[src/rtl/fp_mul_arbiter.sv]
// Round-robin arbiter/sequencer sharing one floating-point multiplier among NUM_REQ requesters.
// Latches the winner's operands, pulses mul_start, waits for mul_done under a watchdog, acks the winner.
module fp_mul_arbiter #(
  parameter int NUM_REQ = 4,
  parameter int TIMEOUT = 64
) (
  input  logic                   clk,
  input  logic                   n_rst,
  input  logic [NUM_REQ-1:0]     req,
  input  logic [NUM_REQ*32-1:0]  req_op1,
  input  logic [NUM_REQ*32-1:0]  req_op2,
  output logic [NUM_REQ-1:0]     ack,
  output logic [31:0]            rsp_result,
  output logic                   rsp_overflow,
  output logic                   rsp_timeout,
  output logic                   busy,
  output logic                   mul_start,
  output logic [31:0]            mul_op1,
  output logic [31:0]            mul_op2,
  input  logic                   mul_done,
  input  logic [31:0]            mul_result,
  input  logic                   mul_overflow
);

  localparam int IDX_W = (NUM_REQ > 1) ? $clog2(NUM_REQ) : 1;
  localparam int CNT_W = (TIMEOUT > 1) ? $clog2(TIMEOUT) : 1;
  localparam logic [IDX_W-1:0] LAST_RST = IDX_W'(NUM_REQ - 1);
  localparam logic [CNT_W-1:0] CNT_MAX  = CNT_W'(TIMEOUT - 1);
  localparam logic [IDX_W:0]   NUM_EXT  = (IDX_W + 1)'(NUM_REQ);

  typedef enum logic [1:0] {
    ST_IDLE  = 2'd0,
    ST_ISSUE = 2'd1,
    ST_WAIT  = 2'd2,
    ST_RESP  = 2'd3
  } state_t;

  state_t             state_r;
  state_t             state_nxt_s;
  logic [IDX_W-1:0]   last_grant_r;
  logic [IDX_W-1:0]   grant_r;
  logic [IDX_W-1:0]   win_s;
  logic [IDX_W:0]     sum_s;
  logic               found_s;
  logic [CNT_W-1:0]   cnt_r;
  logic               wd_expired_s;
  logic [31:0]        op1_sel_s;
  logic [31:0]        op2_sel_s;
  logic [31:0]        mul_op1_r;
  logic [31:0]        mul_op2_r;
  logic [31:0]        rsp_result_r;
  logic               rsp_overflow_r;
  logic               rsp_timeout_r;
  logic [NUM_REQ-1:0] ack_s;

  // Round-robin search: first set req bit above last_grant, wrapping around
  always_comb begin
    found_s = 1'b0;
    win_s   = last_grant_r;
    sum_s   = '0;
    for (int k = 1; k <= NUM_REQ; k++) begin
      sum_s = {1'b0, last_grant_r} + (IDX_W + 1)'(k);
      if (sum_s >= NUM_EXT) begin
        sum_s = sum_s - NUM_EXT;
      end else begin
        sum_s = sum_s;
      end
      if (!found_s && req[sum_s[IDX_W-1:0]]) begin
        found_s = 1'b1;
        win_s   = sum_s[IDX_W-1:0];
      end else begin
        found_s = found_s;
      end
    end
  end

  // Operand mux for the current round-robin winner
  always_comb begin
    op1_sel_s = 32'h0000_0000;
    op2_sel_s = 32'h0000_0000;
    for (int k = 0; k < NUM_REQ; k++) begin
      if (win_s == IDX_W'(k)) begin
        op1_sel_s = req_op1[32*k +: 32];
        op2_sel_s = req_op2[32*k +: 32];
      end else begin
        op1_sel_s = op1_sel_s;
        op2_sel_s = op2_sel_s;
      end
    end
  end

  // Ack decode: one-hot of the stored grant while in RESP
  always_comb begin
    ack_s = '0;
    for (int k = 0; k < NUM_REQ; k++) begin
      ack_s[k] = (state_r == ST_RESP) && (grant_r == IDX_W'(k));
    end
  end

  assign wd_expired_s = (cnt_r == CNT_MAX);

  // FSM next-state logic
  always_comb begin
    state_nxt_s = state_r;
    case (state_r)
      ST_IDLE: begin
        if (found_s) begin
          state_nxt_s = ST_ISSUE;
        end else begin
          state_nxt_s = ST_IDLE;
        end
      end
      ST_ISSUE: state_nxt_s = ST_WAIT;
      ST_WAIT: begin
        if (mul_done || wd_expired_s) begin
          state_nxt_s = ST_RESP;
        end else begin
          state_nxt_s = ST_WAIT;
        end
      end
      ST_RESP: state_nxt_s = ST_IDLE;
      default: state_nxt_s = ST_IDLE;
    endcase
  end

  // FSM state register
  always_ff @(posedge clk or negedge n_rst) begin
    if (!n_rst) begin
      state_r <= ST_IDLE;
    end else begin
      state_r <= state_nxt_s;
    end
  end

  // Datapath: grant/operand latch, watchdog counter, response capture
  always_ff @(posedge clk or negedge n_rst) begin
    if (!n_rst) begin
      last_grant_r   <= LAST_RST;
      grant_r        <= '0;
      cnt_r          <= '0;
      mul_op1_r      <= 32'h0000_0000;
      mul_op2_r      <= 32'h0000_0000;
      rsp_result_r   <= 32'h0000_0000;
      rsp_overflow_r <= 1'b0;
      rsp_timeout_r  <= 1'b0;
    end else begin
      case (state_r)
        ST_IDLE: begin
          if (found_s) begin
            grant_r   <= win_s;
            mul_op1_r <= op1_sel_s;
            mul_op2_r <= op2_sel_s;
          end
        end
        ST_ISSUE: cnt_r <= '0;
        ST_WAIT: begin
          // A done arriving on the last watchdog cycle still wins over the timeout
          if (mul_done) begin
            rsp_result_r   <= mul_result;
            rsp_overflow_r <= mul_overflow;
            rsp_timeout_r  <= 1'b0;
          end else if (wd_expired_s) begin
            rsp_result_r   <= 32'h0000_0000;
            rsp_overflow_r <= 1'b0;
            rsp_timeout_r  <= 1'b1;
          end else begin
            cnt_r <= cnt_r + CNT_W'(1);
          end
        end
        ST_RESP: last_grant_r <= grant_r;
        default: last_grant_r <= last_grant_r;
      endcase
    end
  end

  assign ack          = ack_s;
  assign busy         = (state_r != ST_IDLE);
  assign mul_start    = (state_r == ST_ISSUE);
  assign mul_op1      = mul_op1_r;
  assign mul_op2      = mul_op2_r;
  assign rsp_result   = rsp_result_r;
  assign rsp_overflow = rsp_overflow_r;
  assign rsp_timeout  = rsp_timeout_r;

endmodule

[config.mk]
export PLATFORM = sky130hd
export DESIGN_NAME = fp_mul_arbiter
export DESIGN_NICKNAME = d
export VERILOG_FILES = /design/src/rtl/fp_mul_arbiter.sv
export SDC_FILE = /design/constraint.sdc
export NUM_CORES = 1
export LEC_CHECK = 0
export CAP_MARGIN = 20
export CORE_AREA = 2 2 155 157
export CTS_CLUSTER_SIZE = 20
export DETAILED_ROUTE_END_ITERATION = 7
export DIE_AREA = 0 0 157 159
export DONT_BUFFER_PORTS = 1
export HOLD_SLACK_MARGIN = 0.12
export PLACE_DENSITY = 0.44
export SYNTH_ARGS = -nofsm -noshare
export SYNTH_HDL_FRONTEND = slang
export SYNTH_SLANG_ARGS = --single-unit
[constraint.sdc]
create_clock -name clk -period 6.1 [get_ports clk]
set_input_delay 1.22 -clock clk [delete_from_list [all_inputs] [get_ports clk]]
set_output_delay 1.22 -clock clk [all_outputs]
set_load 0.02 [all_outputs]
* Yosys cells after proc, flatten, opt, wreduce, memory -nomap -nowiden
Index checks and enable logic that the tools add are counted.
** Cells by class
- Equality and inequality tests :: 12
- Reductions and logical operators :: 20
- Div/mod/pow operators :: 0
- $mul :: 0
- Bitwise gates (word level) :: 0
- Muxes and demuxes :: 40
- Add/sub/neg operators :: 9
- Order comparisons :: 8
- Shift operators :: 0
** Operators with widths (number)
- 32-bit 2-to-1 mux :: 10
- 2-bit 2-to-1 mux :: 8
- 1-bit 2-to-1 mux :: 14
- 2-bit == test (second input constant) :: 6
- 3-bit >= comparator (second input constant) :: 4
- 2-bit by 3-bit < comparator with 1-bit output (second input constant) :: 4
- 6-bit 2-to-1 mux :: 2
- 6-bit one-hot mux with 2 select lines :: 1
- 1-bit binary-select mux with 2-bit select :: 4
- 2-bit one-hot mux with 4 select lines :: 1
- 2-bit by 1-bit subtractor with 2-bit output (second input constant) :: 4
- 1-bit logical AND :: 7
- 2-bit by 2-bit adder with 3-bit output (second input constant) :: 2
- 6-bit by 1-bit adder with 6-bit output (second input constant) :: 1
- 2-bit by 1-bit == test with 1-bit output (second input constant) :: 3
- 6-bit == test (second input constant) :: 1
- 2-bit logical NOT :: 3
- 2-bit nonzero test :: 3
- 2-bit != test (second input constant) :: 2
- 2-bit AND reduction :: 2
- 2-bit by 1-bit adder with 3-bit output (second input constant) :: 1
- 2-bit by 3-bit adder with 3-bit output (second input constant) :: 1
- 1-bit logical NOT :: 3
- 3-bit AND reduction :: 1
- 1-bit logical OR :: 1
** Word-level totals
- Register bits after elaboration :: 110
- Output and inout bits :: 104
- Memories :: 0
- Latch bits :: 0
- Bits in writable memories :: 0
- Memory bits (read-only) :: 0

* Depth between registers and ports, before layout
- Word-level depth :: 20
- Depth in mapped cells :: 8
- Depth with buffers taken out :: 6

* Worst setup path after synthesis
Ideal clock, no wire load.
- Kind :: input-to-reg
- Start :: input port req[2]
- End :: register mul_op1_r[0], in the netlist mul_op1[0]
- Path slack :: 3399 ps
- Data required time :: 5953 ps
- Cell stages on the path :: 7
- Buffers on the path :: 3
- Arrival :: 2554 ps
- Path through :: clkbuf_2 > nor3_1 > clkbuf_1 > buf_1 > a311oi_1 > a211oi_1 > o41ai_2
** On the way
- Longest elaborated chain between the ends :: 17
** RTL lines
- start: declaration :: line 9 : input logic [NUM_REQ-1:0] req,
- 1-bit binary-select mux with 2-bit select :: line 68 : if (!found_s && req[sum_s[IDX_W-1:0]]) begin
- 1-bit 2-to-1 mux (implied by the code) :: line 68
- 1-bit 2-to-1 mux :: line 68
- 1-bit logical NOT :: line 68
- 1-bit logical AND :: line 68
- 1-bit 2-to-1 mux :: line 68
- 1-bit logical NOT :: line 68
- 1-bit logical AND :: line 68
- 1-bit 2-to-1 mux :: line 68
- 1-bit logical NOT :: line 68
- 1-bit logical AND :: line 68
- 2-bit 2-to-1 mux :: line 68
- 2-bit logical NOT :: line 82 : if (win_s == IDX_W'(k)) begin
- 32-bit 2-to-1 mux (4 in series) :: line 82
- end signal: assignment :: line 151 : mul_op1_r <= op1_sel_s;
- end: declaration :: line 49 : logic [31:0] mul_op1_r;
Parallel ways exist; a longest one is shown, timed or not. The select of a mux whose other input is x is not followed.
A chain may end at the register's enable or synchronous reset.

* Worst setup path in the final report
- Start :: register last_grant_r[1]
- End :: register mul_op2_r[1], in the netlist mul_op2[1]
** On the way
- Longest elaborated chain between the ends :: 20
** RTL lines
- start: declaration :: line 40 : logic [IDX_W-1:0] last_grant_r;
- start signal: assignment :: line 170 : ST_RESP: last_grant_r <= grant_r;
- start signal: assignment :: line 171 : default: last_grant_r <= last_grant_r;
- 2-bit by 1-bit adder with 3-bit output :: line 62 : sum_s = {1'b0, last_grant_r} + (IDX_W + 1)'(k);
- 3-bit >= comparator or 2-bit by 1-bit subtractor with 2-bit output (tied branches) :: line 63, 64
- 2-bit 2-to-1 mux :: line 63 : if (sum_s >= NUM_EXT) begin
- 1-bit binary-select mux with 2-bit select :: line 68
- 1-bit 2-to-1 mux (implied by the code) :: line 68
- 1-bit 2-to-1 mux :: line 68
- 1-bit logical NOT :: line 68
- 1-bit logical AND :: line 68
- 1-bit 2-to-1 mux :: line 68
- 1-bit logical NOT :: line 68
- 1-bit logical AND :: line 68
- 1-bit 2-to-1 mux :: line 68
- 1-bit logical NOT :: line 68
- 1-bit logical AND :: line 68
- 2-bit 2-to-1 mux :: line 68
- 2-bit logical NOT :: line 82
- 32-bit 2-to-1 mux (4 in series) :: line 82
- end signal: assignment :: line 152 : mul_op2_r <= op2_sel_s;
- end: declaration :: line 50 : logic [31:0] mul_op2_r;
Parallel ways exist; a longest one is shown, timed or not. The select of a mux whose other input is x is not followed.

==> results.cfg <==
[status]
status = complete, no violations

[synth]
async_flop_share = 1.00
synth_cells = 831
synth_common_cells = nand2_1, a21oi_1, dfrtp_1, clkbuf_1, inv_1
yosysTopAreaCell = dfrtp_1
synth_seq_area_share = 0.376
yosysMostFrequentCell = nand2_1
yosysWarnings = 0
synth_top_area_frac = 0.369
synth_nets = 1133
synth_edf_count = 0
synthFlopType = dfrtp_1
syn_area_um2 = 7330
ys_top_cells_by_area = dfrtp_1, o41ai_2, a21oi_1
ys_ff_latch = 110
yosysUniqueCellTypes = 43
avgSynthCellArea_um2 = 8.82

[power_and_ir_drop]
clockPowerShare = 0.152
internal_power_uw = 2090
swShare = 0.518
total_power_uw = 4340
power_frac_comb = 0.439
net-switching-power_uw = 2240
power_frac_seq = 0.409
power.density_nw_per_um2 = 556
p_leak_uw = 0.00322
irDropWorstVdd_v = 0.000194

[critical_path]
crit_buf_inv = 2
critPathCaptureType = flip-flop
startpoint_type = flip-flop
slowest_stage = dfstp_2
path_cells = nand2b_2 > buf_4 > a31o_2 > buf_4 > a211oi_1 > o41ai_1
worstPathRequired_ns = 6.35
critPathTopFamily = buffers and inverters
arrival_ns = 3.79
critPathMaxFanout = 40
cpMostUsedCell = buf_4
critical_path_class = reg2reg
max_stage_delay_ns = 0.66

[detailed_routing]
drt_pass1_iterations = 5
drt_iter0_drc = 454
routed_wl_um = 28300
viasPerCell = 6.11
drcViolationCount = 0
num_vias = 6645
wire_per_inst_um = 26.0
drtAntennaViolNets = 0

[cts]
cts.sinks = 110
numCtsBuffers = 9
cts_setup_buffers = 0
clk_pin_slew_ns = 0.11
root_buffer = clkbuf_16
clk_latency_ns = 0.37
clockBufferDepth = 2
cts_resized = 0
cts_hold_buf = 0
cts_tree = done
htreeDepth = 3

[global_routing]
grt_antenna_before_repair = 2
grt_max_degree = 111
globalRouteTotalUtil = 0.216
overflow = 0
grt_pass1_vias = 6843
grt_pass1_wl_um = 41800

[place]
dpl.cell_count = 1068
portBuffers = 0
dp.final_hpwl_um = 19600
place_congestion = 0.802

[timing]
skew_ns = 0.0201
slew_headroom = 0.147
setup_viol = 0
rsz0062_at_grt = no
period_minus_slack_ns = 3.54
finalSetupTns_ns = 0
hold_ws_ns = 0.523
timing.fmax_mhz = 283
hold_viol = 0
worst_pin_slew_ns = 1.28
fin_crit_sh = 0.580
maxSlewViolCount = 0

[final_layout]
fin_nets = 1063
final_core_util = 0.336
layout-drive-gt1-share = 0.150
final_cells = 1087
areaGrowthSynthToFinish_pct = 6.39

[floorplan]
die-area_um2 = 25000
fp-row-count = 56
ioPinCount = 400
fp.dieH_um = 159
start_util = 0.316
die_width_um = 157
core-area_um2 = 23200

[min_path]
hold_path.class = in2async

[job]
cap_violations = 0
[state kept, by name, indices dropped and copies added, names as in the netlist]
signal and count:
cnt_r 6, rsp_result 32, grant_r 2, rsp_overflow 1, state_r 2, last_grant_r 2, mul_op1 32, rsp_timeout 1
mul_op2 32
[routing by layer]
layer / GRT usage / up-vias / part of all wire
met5: 0 / - / 0
met4: 0.0792 / 0 / 0.029
met2: 0.367 / 364 / 0.49
li1: - / 2944 / -
met1: 0.249 / 3289 / 0.38
met3: 0.0738 / 48 / 0.099
[layout by cell type (no fill, tap or decap), drive strengths merged, types with 4 or more instances in the layout]
cell type / n
a21oi: 130
dfrtp: 108
a211oi: 65
buf: 15
ha: 6
nand3: 4
nand2: 139
clkbuf: 9
o21ai: 42
nand2b: 4
o41ai: 64
inv: 76
nor2: 5
a311oi: 64
[kinds of logic after synthesis]
| family | synth area share |
|---|---|
| flip-flops | 0.376 |
| AND/OR/NAND/NOR | 0.0992 |
| buffers and inverters | 0.0949 |
| adder cells (fa/ha/maj) | 0.0102 |
| AO/OA/AOI/OAI | 0.415 |
| multiplexers | 0.00427 |
[final timing paths]
kind                                      start              end  slack [ns]  cells after the start
min in group clk                       cnt_r[3]         cnt_r[3]        0.52                      1
max in group asynchronous                 n_rst  last_grant_r[0]        5.22                      0
worst min register to register         cnt_r[3]         cnt_r[3]        0.52                      1
worst max-delay path            last_grant_r[1]       mul_op2[1]        2.56                      6
worst min-delay path                      n_rst      mul_op1[17]        0.52                      0
worst max register to register  last_grant_r[1]       mul_op2[1]        2.56                      6
[power groups by stage]
| stage | clock, uW | sequential, uW | combinational (uW) |
|---|---|---|---|
| floorplan | 0 | 1650 | 1580 |
| global placement | 0 | 1800 | 1850 |
| detailed placement | 0 | 1790 | 1930 |
| CTS | 680 | 1780 | 1920 |
| global route | 708 | 1820 | 2090 |
| finish | 660 | 1770 | 1900 |
[per-stage QoR]
stage,setup slack [ns],cell area [um^2]
after floorplan,3.40,7330
after detailed placement,2.34,7450
final,2.56,7800
after global placement,2.40,7450
after global routing,2.31,7800
after CTS,2.54,7780
[worst reg2reg max path, cell delays in order, from the launching register on]
cell and delay, ns:
dfstp_2 0.66, nand2b_2 0.59, buf_4 0.57, a31o_2 0.65, buf_4 0.51, a211oi_1 0.19, o41ai_1 0.24
[area by class of cell]
class	instances	area, um^2
diodes	2	5.00
fillers	2411	15400
clock inverters	7	98.8
well taps	319	399
repair buffers	15	133
clock buffers	9	225
flip-flops and latches	110	2760
multi-input cells	554	3910
inverters	71	267
Note: power is estimated with default switching activity, not from simulation.
